### config.mk
export PLATFORM = sky130hd
export DESIGN_NAME = le_config_loader
export DESIGN_NICKNAME = d
export VERILOG_FILES = /design/src/rtl/le_config_loader.sv
export SDC_FILE = /design/constraint.sdc
export NUM_CORES = 2
export LEC_CHECK = 0
export ABC_AREA = 1
export ABC_CLOCK_PERIOD_IN_PS = 34300
export BUFFER_PORTS_ARGS = -buffer_cell sky130_fd_sc_hd__buf_2
export CORE_MARGIN = 2
export CORE_UTILIZATION = 52
export DETAILED_ROUTE_END_ITERATION = 8
export PLACE_DENSITY = 0.76
export RECOVER_POWER = 25
export SYNTH_ARGS = -nofsm -noshare
export SYNTH_HDL_FRONTEND = slang
export SYNTH_SLANG_ARGS = --single-unit
export TNS_END_PERCENT = 50
### constraint.sdc
create_clock -name clk -period 34.3 [get_ports clk]
set_input_delay 6.86 -clock clk [delete_from_list [all_inputs] [get_ports clk]]
set_output_delay 6.86 -clock clk [all_outputs]
set_load 0.02 [all_outputs]
### src/rtl/le_config_loader.sv
// Serial configuration loader for the LE grid. It hunts for a sync byte, shifts a framed
// payload into a shadow bank, and commits the bank to cfgOut only if the XOR checksum matches.
module le_config_loader #(
  parameter int         NUM_LE = 16,
  parameter int         CFG_W  = 32,
  parameter logic [7:0] SYNC   = 8'hA5
) (
  input  logic                    clk,
  input  logic                    reset,
  input  logic                    serialIn,
  input  logic                    serialValid,
  input  logic                    abort,
  output logic [NUM_LE*CFG_W-1:0] cfgOut,
  output logic                    cfgUpdate,
  output logic                    cfgError,
  output logic                    busy
);

  localparam int TOTAL = NUM_LE * CFG_W;
  localparam int CNT_W = $clog2(TOTAL);

  typedef enum logic [1:0] {
    HUNT  = 2'd0,
    LOAD  = 2'd1,
    CHECK = 2'd2
  } state_t;

  state_t             state, stateNext;
  logic [6:0]         syncReg;
  logic [6:0]         byteAcc;
  logic [6:0]         chkReg;
  logic [2:0]         chkCnt;
  logic [7:0]         checksum;
  logic [CNT_W-1:0]   bitCnt;
  logic [TOTAL-1:0]   shadow;

  logic               take;
  logic [7:0]         syncNext;
  logic [7:0]         byteNext;
  logic [7:0]         chkNext;
  logic               syncHit;
  logic               lastPayloadBit;
  logic               lastChkBit;
  logic [CNT_W-1:0]   shadowIdx;

  // abort wins over a simultaneous valid bit in every state.
  assign take           = serialValid && !abort;
  assign syncNext       = {syncReg, serialIn};
  assign byteNext       = {byteAcc, serialIn};
  assign chkNext        = {chkReg, serialIn};
  assign syncHit        = (syncNext == SYNC);
  assign lastPayloadBit = (bitCnt == CNT_W'(TOTAL - 1));
  assign lastChkBit     = (chkCnt == 3'd7);
  // Words arrive MSB first with LE0 first, so flipping the in-word offset bits maps the
  // stream position straight onto the flat bank index.
  assign shadowIdx      = bitCnt ^ CNT_W'(CFG_W - 1);

  always_comb begin
    // NOTE: every always_comb output gets a default first so no path can infer a latch.
    stateNext = state;
    case (state)
      HUNT:    if (take && syncHit) stateNext = LOAD;
      LOAD: begin
        if (abort)                          stateNext = HUNT;
        else if (take && lastPayloadBit)    stateNext = CHECK;
      end
      CHECK: begin
        if (abort)                          stateNext = HUNT;
        else if (take && lastChkBit)        stateNext = HUNT;
      end
      default:                              stateNext = HUNT;
    endcase
  end

  // NOTE: sequential state uses non-blocking assignments so every register samples
  // pre-edge values regardless of statement order.
  always_ff @(posedge clk or posedge reset) begin
    if (reset) begin
      state <= HUNT;
      busy  <= 1'b0;
    end else begin
      state <= stateNext;
      busy  <= (stateNext == LOAD) || (stateNext == CHECK);
    end
  end

  always_ff @(posedge clk or posedge reset) begin
    if (reset) begin
      // NOTE: the shadow bank is reset along with cfgOut so a reset mid-frame can never
      // leave stale data that a later commit would expose.
      shadow    <= '0;
      cfgOut    <= '0;
      cfgUpdate <= 1'b0;
      cfgError  <= 1'b0;
      syncReg   <= '0;
      byteAcc   <= '0;
      chkReg    <= '0;
      chkCnt    <= '0;
      checksum  <= '0;
      bitCnt    <= '0;
    end else begin
      cfgUpdate <= 1'b0;
      cfgError  <= 1'b0;
      case (state)
        HUNT: begin
          if (abort) begin
            syncReg <= '0;
          end else if (serialValid) begin
            if (syncHit) begin
              syncReg  <= '0;
              bitCnt   <= '0;
              checksum <= '0;
              chkCnt   <= '0;
            end else begin
              syncReg <= syncNext[6:0];
            end
          end
        end
        LOAD: begin
          if (take) begin
            shadow[shadowIdx] <= serialIn;
            bitCnt            <= bitCnt + CNT_W'(1);
            byteAcc           <= byteNext[6:0];
            if (bitCnt[2:0] == 3'd7) checksum <= checksum ^ byteNext;
            if (lastPayloadBit)      chkCnt   <= '0;
          end
        end
        CHECK: begin
          if (take) begin
            chkReg <= chkNext[6:0];
            chkCnt <= chkCnt + 3'd1;
            if (lastChkBit) begin
              if (chkNext == checksum) begin
                cfgOut    <= shadow;
                cfgUpdate <= 1'b1;
              end else begin
                cfgError  <= 1'b1;
              end
            end
          end
        end
        default: ;
      endcase
    end
  end

endmodule

# Word-level counts from Yosys, hierarchy flattened
# Index checks and enable logic that the tools add are counted.
classes:
  n_reduce_logical: 18
  muxes: 38
  bitwise: 2
  eq_ne: 16
  n_lt_le_gt_ge: 2
  n_addsub: 2
ops:
  columns: ["operator", "n"]
  rows:
  - ["512-bit bitwise mux", 1]
  - ["8-bit 2-to-1 mux", 5]
  - ["9-bit 2-to-1 mux", 4]
  - ["7-bit 2-to-1 mux", 3]
  - ["3-bit 2-to-1 mux", 6]
  - ["9-bit case mux with 2 select lines", 1]
  - ["8-bit case mux with 2 select lines", 1]
  - ["2-bit != test (second input constant)", 7]
  - ["9-bit by 10-bit < comparator with 1-bit output (second input constant)", 1]
  - ["2-bit 2-to-1 mux", 5]
  - ["9-bit by 1-bit adder with 9-bit output (second input constant)", 1]
  - ["1-bit demux with 9-bit select", 1]
  - ["9-bit equality test (second input constant)", 1]
  - ["9-bit by 1-bit greater-or-equal comparator with 1-bit output (second input constant)", 1]
  - ["1-bit 2-to-1 mux", 9]
  - ["3-bit case mux with 3 select lines", 1]
  - ["8-bit equality test", 1]
  - ["8-bit equality test (second input constant)", 1]
  - ["8-bit XOR", 1]
  - ["7-bit AND reduction", 1]
  - ["3-bit equality test (second input constant)", 2]
  - ["2-bit case mux with 3 select lines", 1]
  - ["2-bit AND reduction", 3]
  - ["6-bit AND reduction", 1]
  - ["other kinds (12)", 19]
word_totals:
  register_bits: 1070

# Longest topological paths before layout
logic_depth:
  ltp_word: 8
  mapped_depth: 11
  ltp_nobuf: 11

# Worst setup path before layout
# No wires, ideal clock.
synth_timing:
  path_kind: "input to register"
  from: "input serialValid"
  to: "register cfgOut[0]"
  n_path_buf: 3
  cell_stages: 10
  setup_time_ns: 0.117
  required_ns: 34.183
  arrival_time_ns: 7.935
  path_slack_ns: 26.248
  cell_sequence: "inv_2 nor2_4 nand3_4 nor2_4 nand3_1 buf_2 buf_2 buf_2 nand2_1 nand2_1"
synth_between:
  elab_chain_len: 2
synth_rtl:
  columns: ["element", "line_no", "source"]
  rows:
  - ["start: declaration", "11", "input logic serialValid,"]
  - ["1-bit logical AND", "47", "assign take = serialValid && !abort;"]
  - ["4-bit AND reduction (no line)", null, null]
  - ["end signal: assignment", "134", "cfgOut <= shadow;"]
  - ["end: declaration", "13", "output logic [NUM_LE*CFG_W-1:0] cfgOut,"]
# No other way between the ends.
# A chain may end at the register's enable or synchronous reset.

==> results.json <==
{
  "synth.avg_cell_area_sq_um": 9.054,
  "synth_common_cells": "nand2_1, dfrtp_1, o21ai_0",
  "final_util_pct": 60.09,
  "gp_congestion": 0.8188,
  "synth_top_family_by_area": "simple AND/OR/NAND/NOR gates",
  "drv_slew": 291,
  "skew_ns": 0.03377,
  "power_mw": 2.566,
  "finalSetupViolCount": 0,
  "drt_iter0_drc": 5096,
  "final.setup.tns_ns": 0,
  "synthTopCellsByArea": "dfrtp_1, nand2_1, nand4_1",
  "wl_per_cell_microns": 21.65,
  "cts_resized": 0,
  "muxShareOfSynthArea_pct": 0,
  "die_h_microns": 295.6,
  "criticalPathCategory": "in -> async",
  "synth-xor-area-share_pct": 0.01980,
  "maxCapViolations": 3,
  "grt_pass1_vias": 35600,
  "rows": 106,
  "grt_first_pass_wirelength_mm": 212.5,
  "path_clk_slew_ns": 0.06,
  "cp.arrival_ns": 17.03,
  "critPathMaxStageDelay_ns": 6.08,
  "cp_data_required_time_ns": 34.95,
  "syn_area_sq_um": 44230,
  "crit_top_cell": "buf_4",
  "portBuffers": 519,
  "cp_max_fo": 162,
  "rsz0062_at_grt": "no",
  "worst_slew_pin_slew_ns": 8.797,
  "final_area_sq_um": 50450,
  "synth-edff-count": 0,
  "die_area_sq_um": 87400,
  "synth-main-ff-cell": "dfrtp_1",
  "clock.fmax_ghz": 0.06105,
  "dp.final_hpwl_mm": 78.79,
  "grt-ovfl-total": 0,
  "synth_simple_gate_area_share_pct": 28.16,
  "postRouteWirelength_mm": 138.6,
  "min_path_type": "reg -> reg",
  "cts-buffers-inserted": 109,
  "vias": 38140,
  "remaining_drc_errors": 0,
  "ir_worst_vdd_mv": 0.04958,
  "synthAdderAreaFrac_pct": 0.2263,
  "yosysUniqueCellTypes": 29,
  "die_width_microns": 295.6,
  "postCtsSetupBuffers": 0,
  "slew_headroom_pct": -486.5,
  "via_per_inst": 5.959,
  "hold_viol": 0,
  "layout.nets": 5189,
  "holdBufCountCts": 0,
  "p_leak_nw": 24.67,
  "cts_tree": "done",
  "synth.top_cell.area_share_pct": 60.54,
  "cellPowerDensity_nw_per_um2": 50.87,
  "drive_gt1_share_pct": 9.079,
  "grt_usage_pct": 31.09,
  "period_share_pct": 47.75,
  "status": "finished, violations left",
  "cp-start-kind": "input pin",
  "syn2layout_area_growth_pct": 14.07,
  "synth_seq_cells": 1070,
  "cts.path.max_buffers": 3,
  "clk_latency_ns": 0.68,
  "critPathSlowestCell": "clkbuf_1",
  "async_flop_share_pct": 100.0,
  "core-area_sq_um": 83950,
  "ios": 520,
  "grt_antenna_before_repair": 2,
  "placed_area_sq_um": 47160,
  "synth_top_area_cell": "dfrtp_1",
  "grt_start_max_net_pins": 236,
  "worst_setup_path_end_kind": "asynchronous set/reset pin",
  "synth_compound_area_share_pct": 6.329,
  "firstDrtPassIters": 6,
  "yosysSeqAreaShare_pct": 60.54,
  "start_util_pct": 52.68,
  "synth_warnings": 0,
  "synth.most_common_cell": "nand2_1",
  "cts_root_buf": "clkbuf_16",
  "synthesis.nets": 4898,
  "netlist_instances": 4885,
  "cpLargestDelayFamily": "buffers and inverters",
  "ant_nets": 0,
  "clock-sinks": 1070,
  "violations": "capacitance limit, slew limit",
  "worst-path-buf-inv": 6,
  "cts_max_level": 3,
  "fin_crit_ns": 16.38,
  "crit_chain": "buf_2, clkinvlp_2, clkbuf_1, buf_4, buf_4, buf_4"
}
==> cells in the final DEF (no fill, tap or decap), drive strengths merged <==
cell type / instances
clkbuf: 482
a21oi: 2
a21boi: 1
diode: 1
nand4: 514
nor2: 64
o22ai: 7
dfrtp: 1070
bufinv: 9
o21a: 1
clkinvlp: 8
nand3b: 2
or2: 1
nor3: 5
nand2: 1687
o21ai: 544
o211ai: 1
buf: 274
xor2: 1
nand3: 508
clkinv: 18
ha: 8
inv: 58
==> worst register-to-register path, delay by kind of cell, from the launching register on <==
family,cells,cell delay [ns]
AOI/OAI and AO/OA,1,0.09
buffers and inverters,5,5.48
DFF,1,0.41
and+or+nand+nor,4,0.74
==> final cells by class <==
type,count,area [sq um]
well taps,1134,1419
clock inverters,38,525.5
diodes,1,2.502
inverters,55,215.2
multi-input cells,3346,15440
flip-flops and latches,1070,26780
fillers,7188,33500
clock buffers,162,3219
repair buffers,594,2850
==> through the flow <==
stage,hold WS [ns],setup slack [ns],std cells
final,0.4674,17.92,6400
after global routing,0.4844,15.92,6399
after CTS,0.4670,23.89,6399
after detailed placement,0.4526,23.20,6199
after global placement,0.4492,23.29,6199
after floorplan,0.4459,12.68,4885
==> where the power goes <==
part	total [mW]	switching [mW]	leakage, nW	internal, mW
clock network	1.23	0.514	1.82	0.720
logic	0.0682	0.0620	7.93	0.00615
registers	1.26	0.00116	14.9	1.26
total	2.57	0.577	24.7	1.99
==> routing by layer <==
metal  share of wire (%)  wire, microns  track usage [%]  vias up
met3                 9.2          12680            5.876      281
met2                  46          63390            46.12     2029
li1                    -              -                -    17160
met4                 3.9           5417            12.50        0
met5                   0              0                0        -
met1                  41          57080            45.31    18670
==> flip-flops by register name (all words and copies together), names as in the netlist, 2 cells and up <==
name	flops
shadow	512
checksum	8
bitCnt	9
cfgOut	512
state	2
syncReg	7
byteAcc	7
chkReg	7
chkCnt	3
==> final timing paths <==
| check | start | end | slack, ns | depth (start not counted) |
|---|---|---|---|---|
| setup reg to reg | state[1] | shadow[97] | 27.38 | 10 |
| max in group clk | abort | shadow[97] | 21.48 | 11 |
| min in group asynchronous | reset | cfgOut[338] | 6.39 | 2 |
| hold / removal | cfgOut[276] | cfgOut[276] | 0.47 | 2 |
| setup / recovery | reset | shadow[83] | 17.92 | 6 |
| hold reg to reg | cfgOut[276] | cfgOut[276] | 0.47 | 2 |
==> kinds of logic (layout without fill, tap and decap cells) <==
group | Yosys count | in the layout
flops | 1070 | 1070
simple gates | 2781 | 2781
buf+inv | 469 | 849
other cells | 0 | 1
compound gates | 556 | 556
xor+xnor | 1 | 1
fa+ha+maj | 8 | 8
(Power assumes the default switching activity.)
